$ cat src/rtl/instr_fetch_unit.sv
// Fetch stage: owns the word-indexed PC, reads the instruction memory and registers a fetch packet for decode.
// Optional bounds checking of the PC is enabled by defining IFU_BOUNDS_CHECK_EN.
module instr_fetch_unit #(
  parameter int RESET_PC   = 0,
  parameter int IMEM_DEPTH = 128,
  parameter int CNT_W      = 16
) (
  input  logic             clk,
  input  logic             rsta_n,
  input  logic             stall,
  input  logic             redirect_valid,
  input  logic [31:0]      redirect_target,
  output logic [31:0]      imem_addr,
  input  logic [31:0]      imem_data,
  output logic             if_valid,
  input  logic             if_ready,
  output logic [31:0]      if_instr,
  output logic [31:0]      if_pc,
  output logic [CNT_W-1:0] fetch_count,
  output logic             fault
);

  localparam logic [31:0] ADDR_MASK = 32'(IMEM_DEPTH - 1);
  localparam logic [31:0] PC_RESET  = 32'(RESET_PC);

  logic [31:0]      pc_r;
  logic [31:0]      pc_nxt_s;
  logic             if_valid_r;
  logic             if_valid_nxt_s;
  logic [31:0]      if_instr_r;
  logic [31:0]      if_instr_nxt_s;
  logic [31:0]      if_pc_r;
  logic [31:0]      if_pc_nxt_s;
  logic [CNT_W-1:0] fetch_count_r;
  logic [CNT_W-1:0] fetch_count_nxt_s;
  logic             fault_r;
  logic             fault_nxt_s;

  logic             redir_take_s;
  logic             fire_s;
  logic             drain_s;
  logic             redir_oob_s;
  logic             incr_oob_s;

  // Out-of-range detection for redirect targets and sequential increments
`ifdef IFU_BOUNDS_CHECK_EN
  always_comb begin
    redir_oob_s = (redirect_target > ADDR_MASK);
    incr_oob_s  = (pc_r >= ADDR_MASK);
  end
`else
  always_comb begin
    redir_oob_s = 1'b0;
    incr_oob_s  = 1'b0;
  end
`endif

  // Handshake qualifiers; a latched fault swallows redirects and blocks fetching
  always_comb begin
    redir_take_s = redirect_valid & ~fault_r;
    fire_s       = ~redirect_valid & ~stall & ~fault_r & (~if_valid_r | if_ready);
    drain_s      = if_valid_r & if_ready;
  end

  // Next-state selection: redirect, then fire, then drain, else hold
  always_comb begin
    pc_nxt_s          = pc_r;
    if_valid_nxt_s    = if_valid_r;
    if_instr_nxt_s    = if_instr_r;
    if_pc_nxt_s       = if_pc_r;
    fetch_count_nxt_s = fetch_count_r;
    fault_nxt_s       = fault_r;
    if (redir_take_s) begin
      if_valid_nxt_s = 1'b0;
      if (redir_oob_s) begin
        fault_nxt_s = 1'b1;
        pc_nxt_s    = redirect_target;
      end else begin
        pc_nxt_s    = redirect_target & ADDR_MASK;
      end
    end else if (fire_s) begin
      if_instr_nxt_s    = imem_data;
      if_pc_nxt_s       = pc_r;
      if_valid_nxt_s    = 1'b1;
      fetch_count_nxt_s = fetch_count_r + CNT_W'(1'b1);
      // The last in-range address stays in the PC when a fault is raised
      if (incr_oob_s) begin
        fault_nxt_s = 1'b1;
        pc_nxt_s    = pc_r;
      end else begin
        pc_nxt_s    = (pc_r + 32'd1) & ADDR_MASK;
      end
    end else if (drain_s) begin
      if_valid_nxt_s = 1'b0;
    end else begin
      if_valid_nxt_s = if_valid_r;
    end
  end

  // State registers
  always_ff @(posedge clk or negedge rsta_n) begin
    if (!rsta_n) begin
      pc_r          <= PC_RESET;
      if_valid_r    <= 1'b0;
      if_instr_r    <= 32'd0;
      if_pc_r       <= 32'd0;
      fetch_count_r <= '0;
      fault_r       <= 1'b0;
    end else begin
      pc_r          <= pc_nxt_s;
      if_valid_r    <= if_valid_nxt_s;
      if_instr_r    <= if_instr_nxt_s;
      if_pc_r       <= if_pc_nxt_s;
      fetch_count_r <= fetch_count_nxt_s;
      fault_r       <= fault_nxt_s;
    end
  end

  assign imem_addr   = pc_r;
  assign if_valid    = if_valid_r;
  assign if_instr    = if_instr_r;
  assign if_pc       = if_pc_r;
  assign fetch_count = fetch_count_r;
  assign fault       = fault_r;

endmodule

$ cat config.mk
export PLATFORM = sky130hd
export DESIGN_NAME = instr_fetch_unit
export DESIGN_NICKNAME = d
export VERILOG_FILES = /design/src/rtl/instr_fetch_unit.sv
export SDC_FILE = /design/constraint.sdc
export NUM_CORES = 1
export LEC_CHECK = 0
export CORE_AREA = 2 2 113 115
export CTS_BUF_LIST = sky130_fd_sc_hd__clkbuf_4
export DETAILED_ROUTE_END_ITERATION = 7
export DIE_AREA = 0 0 115 117
export REMOVE_ABC_BUFFERS = 1
export SYNTH_ARGS = -nofsm -noshare
export SYNTH_HDL_FRONTEND = slang
export SYNTH_SLANG_ARGS = --single-unit
$ cat constraint.sdc
create_clock -name clk -period 2.6 [get_ports clk]
set_input_delay 0.39 -clock clk [delete_from_list [all_inputs] [get_ports clk]]
set_output_delay 0.39 -clock clk [all_outputs]
set_load 0.01 [all_outputs]
=== Word-level counts from Yosys, hierarchy flattened ===
Cells that the tools add are included.

* Bits in registers: 113
* Bits of input ports: 69
* Output and inout bits: 114
* Logic and storage cells: 22

* Add/sub/neg operators: 2
* Mux-type cells: 5
* Bitwise gates (word level): 7
* Reductions and logical operators: 3

{| class="wikitable"
|+ Operators by type and width
! kind !! count
|-
| 2-to-1 mux 32 bit || 2
|-
| adder 16 x 1 -> 16 bit (second input constant) || 1
|-
| adder 7 x 1 -> 7 bit (second input constant) || 1
|-
| AND 1 bit || 3
|-
| 2-to-1 mux 1 bit || 3
|-
| NOT 1 bit || 3
|-
| nonzero test 3 bit || 1
|-
| AND reduction 2 bit || 1
|-
| nonzero test 2 bit || 1
|-
| bitwise OR 1 bit || 1
|}

=== Depth between registers and ports, before layout ===
* Depth after elaboration: 5
* Gate-level depth with buffers: 7
* Depth with buffers taken out: 5

=== Worst setup path before layout ===
OpenSTA, ideal clock, no wires.

* Path kind: register to register
* From: register if_valid_r, in the netlist if_valid
* To: register fetch_count_r[14], in the netlist fetch_count[14]
* Library setup time: 0.079 ns
* Arrival: 1.598 ns
* Data required time: 2.521 ns
* Slack: 0.923 ns
* Cell stages (with the launch flop): 6
* Path buffers: 1
* Period minus slack after synthesis: 1.677 ns
* Cell sequence: dfrtp_1 -> nor2b_4 -> buf_6 -> or4_4 -> nor4_4 -> xor2_1

* Cells in the longest elaborated chain, start to end: 4

{| class="wikitable"
|+ Ends and longest elaborated chain
! element !! RTL line !! source
|-
| from (decl) || 28 || <nowiki>logic if_valid_r;</nowiki>
|-
| from (signal assigned) || 111 || <nowiki>if_valid_r <= if_valid_nxt_s;</nowiki>
|-
| NOT 1 bit || 61 || <nowiki>fire_s = ~redirect_valid & ~stall & ~fault_r & (~if_valid_r | if_ready);</nowiki>
|-
| bitwise OR 1 bit || 61 ||
|-
| AND 1 bit || 61 ||
|-
| AND reduction 2 bit (no line) || - ||
|-
| to (signal assigned) || 114 || <nowiki>fetch_count_r <= fetch_count_nxt_s;</nowiki>
|-
| to (decl) || 34 || <nowiki>logic [CNT_W-1:0] fetch_count_r;</nowiki>
|}

No other way between the ends.
A chain may end at the register's enable or synchronous reset.

=== Worst setup path in the final report ===
* From: register fetch_count_r[3], in the netlist fetch_count[3]
* To: output fetch_count[3]

{| class="wikitable"
|+ RTL lines
! element !! RTL line !! source
|-
| to (decl) || 19 || <nowiki>output logic [CNT_W-1:0] fetch_count,</nowiki>
|}

No word-level cell between the ends.

==> impl_metrics.yaml <==
status:
  outcome: "complete, no violations"
timing:
  rsz0062_at_grt: "no"
  worstMarginPinSlew_ps: 676
  slew_headroom_pct: 54.9
  fin_hold_ws_ps: 479
  fmax_ghz: 0.533
  finalWorstSetupSlack_ps: 725
  hold_violations: 0
  slew_violations: 0
  layout_worst_path_cycle_share_pct: 72.1
  skew_ps: 12.6
  min_period_ps: 1880
  setup_violations: 0
floorplanning:
  start_util_pct: 24.5
  io_pins: 183
  die_w_um: 115
  die_area_mm2: 0.0135
  die_height_um: 117
  num_rows: 41
  coreArea_mm2: 0.0123
critical_path:
  path_cells: "clkdlybuf4s50_1"
  worstRegToRegCells: 5
  cp-start-kind: "flop"
  endpoint: "fetch_count[3]"
  cp.required_ps: 2210
  crit_buf_inv: 1
  worstSetupPathType: "flop to primary output"
  critical-path-max-stage-delay_ps: 590
  crit_arrival_ps: 1490
  r2r-start: "fetch_count[1]"
  crit_start: "fetch_count[3]"
  crit_path_end_kind: "primary output"
  rr_endpoint: "fetch_count[14]"
  r2r_slack_ps: 860
  critical_path.max_fanout: 6
  cp_slowest_cell: "clkdlybuf4s50_1"
  cp_top_family: "buffers and inverters"
  critical_path_depth: 1
synthesis:
  synth_area_leaders: "dfrtp_1 52%, nand2_1 17%, buf_4 13%"
  yosysUniqueCellTypes: 30
  synth_common_cells: "134 x nand2_1, 63 x dfrtp_1, 51 x buf_4, 12 x xor2_1, 10 x clkbuf_1"
  synth_most_common_cell: "nand2_1"
  synthesis.area_mm2: 0.00302
  yosys.area.top_type_share_pct: 52.2
  synthArstFlopShare_pct: 100
  ys.flop_type: "dfrtp_1"
  syn_avg_cell_area_um2: 9.18
  synth_seq_cells: 63
  netlist_instances: 329
  synth_largest_area_cell: "dfrtp_1"
  synth_seq_area_share_pct: 52.2
  yosysWarningCount: 0
  synth-edff-count: 0
cts:
  cts_buffer_depth: 2
  cts_sinks: 63
  cts_resized: 0
  clk_pin_slew_worst_paths_ps: 110
  htreeDepth: 3
  holdBufCountCts: 1
  clk_latency_ps: 430
  cts_root_buffer: "clkbuf_4"
  cts_tree: "done"
  cts_made_buffers: 9
  cts_setup_buffers: 0
placed_design:
  dp_worst_setup_slack_ps: 427
  io_buffers: 106
  place_area_mm2: 0.00408
  gp_congestion: 0.729
  numPlacedInstances: 577
  hpwl_um: 5380
cells_and_area:
  layoutNonFillerInstCount: 594
  finalNetCount: 510
  layout-drive-gt1-share_pct: 6.31
  diodes: 0
  syn_to_final_growth_pct: 39.0
  finalInstanceArea_mm2: 0.00420
detailed_routing:
  vias_per_cell: 4.04
  wirelength_um: 7450
  drc: 0
  via_count: 2401
  wire_per_inst_um: 12.5
  ant_nets: 0
  initialDrtViolationCount: 124
  drtPass1Iterations: 4
min_path:
  hold_path_class: "flop to flop"
pwr:
  p_leak_nw: 2.01
  power_mw: 2.61
  max-vdd-ir-drop_mv: 0.255
  power.density_mw_per_mm2: 621
global_route:
  antenna_found_initial: 0
  grt_pass1_wl_um: 12000
  grt_max_degree: 38
  grt_util_all_layers_pct: 11.8
  first_global_vias: 2387
  grt_remaining_overflow: 0
flow_run:
  max-cap-violations: 0
## routing by layer
layer | vias up | track usage (%) | wire length (µm)
li1 | 1155 | - | -
met1 | 1140 | 14.1 | 3210
met2 | 92 | 18.5 | 3460
met3 | 14 | 4.89 | 607
met4 | 0 | 6.02 | 174
met5 | - | 0 | 0
## power by group
group | switching [mW] | total (mW) | internal (mW)
combinational | 0.330 | 0.747 | 0.417
clock | 0.350 | 0.595 | 0.246
sequential | 0.136 | 1.27 | 1.13
## cell families after synthesis
kind of cell / after synthesis / share of synthesized area (%)
buf+inv: 66 / 14.9
other cells: 1 / 0.124
compound gates: 5 / 0.911
fa+ha+maj: 2 / 0.828
flops: 63 / 52.2
simple gates: 169 / 24.2
mux: 2 / 0.745
xor+xnor: 21 / 6.09
## metrics by stage
stage	TNS (ps)	utilization (%)
2_1_floorplan	-17030	-
4_1_cts	0	34.1
5_1_grt	0	34.1
6_report	0	34.1
3_5_place_dp	0	33.1
3_3_place_gp	0	33.1
## area by class of cell
type	instances	area (µm²)
Sequential cell	63	1580
Clock buffer	14	105
Tap cell	150	188
Timing Repair Buffer	114	1130
Fill cell	1295	8110
Multi-Input combinational cell	250	1190
Clock inverter	2	7.51
Inverter	1	3.75
## sequential cells by signal, summed over array words and instances (netlist names)
signal,count
if_pc,7
if_valid,1
if_instr,32
imem_addr,7
fetch_count,16
## how the worst min path moves through the flow
stage / to / startpoint / depth (start not counted) / slack [ps]
floorplan: fetch_count[0] / rsta_n / 0 / 90
global placement: if_instr[0] / if_instr[0] / 2 / 460
global route: if_instr[27] / imem_data[27] / 3 / 440
finish: if_pc[0] / if_pc[0] / 2 / 480
CTS: if_instr[24] / imem_data[24] / 3 / 430
detailed placement: if_pc[0] / if_pc[0] / 2 / 460
## layout by cell type (no fill, tap or decap), drive strengths merged, types with 3 or more instances in the layout
master,instances
nand2,134
nand4,4
o21ai,4
xor2,12
nor4,3
clkbuf,14
xnor2,9
buf,8
nand3,4
dfrtp,63
nor3,7
nor2,6
clkdlybuf4s50,105
conb,51
No activity file was read; power rests on OpenSTA's default activity.
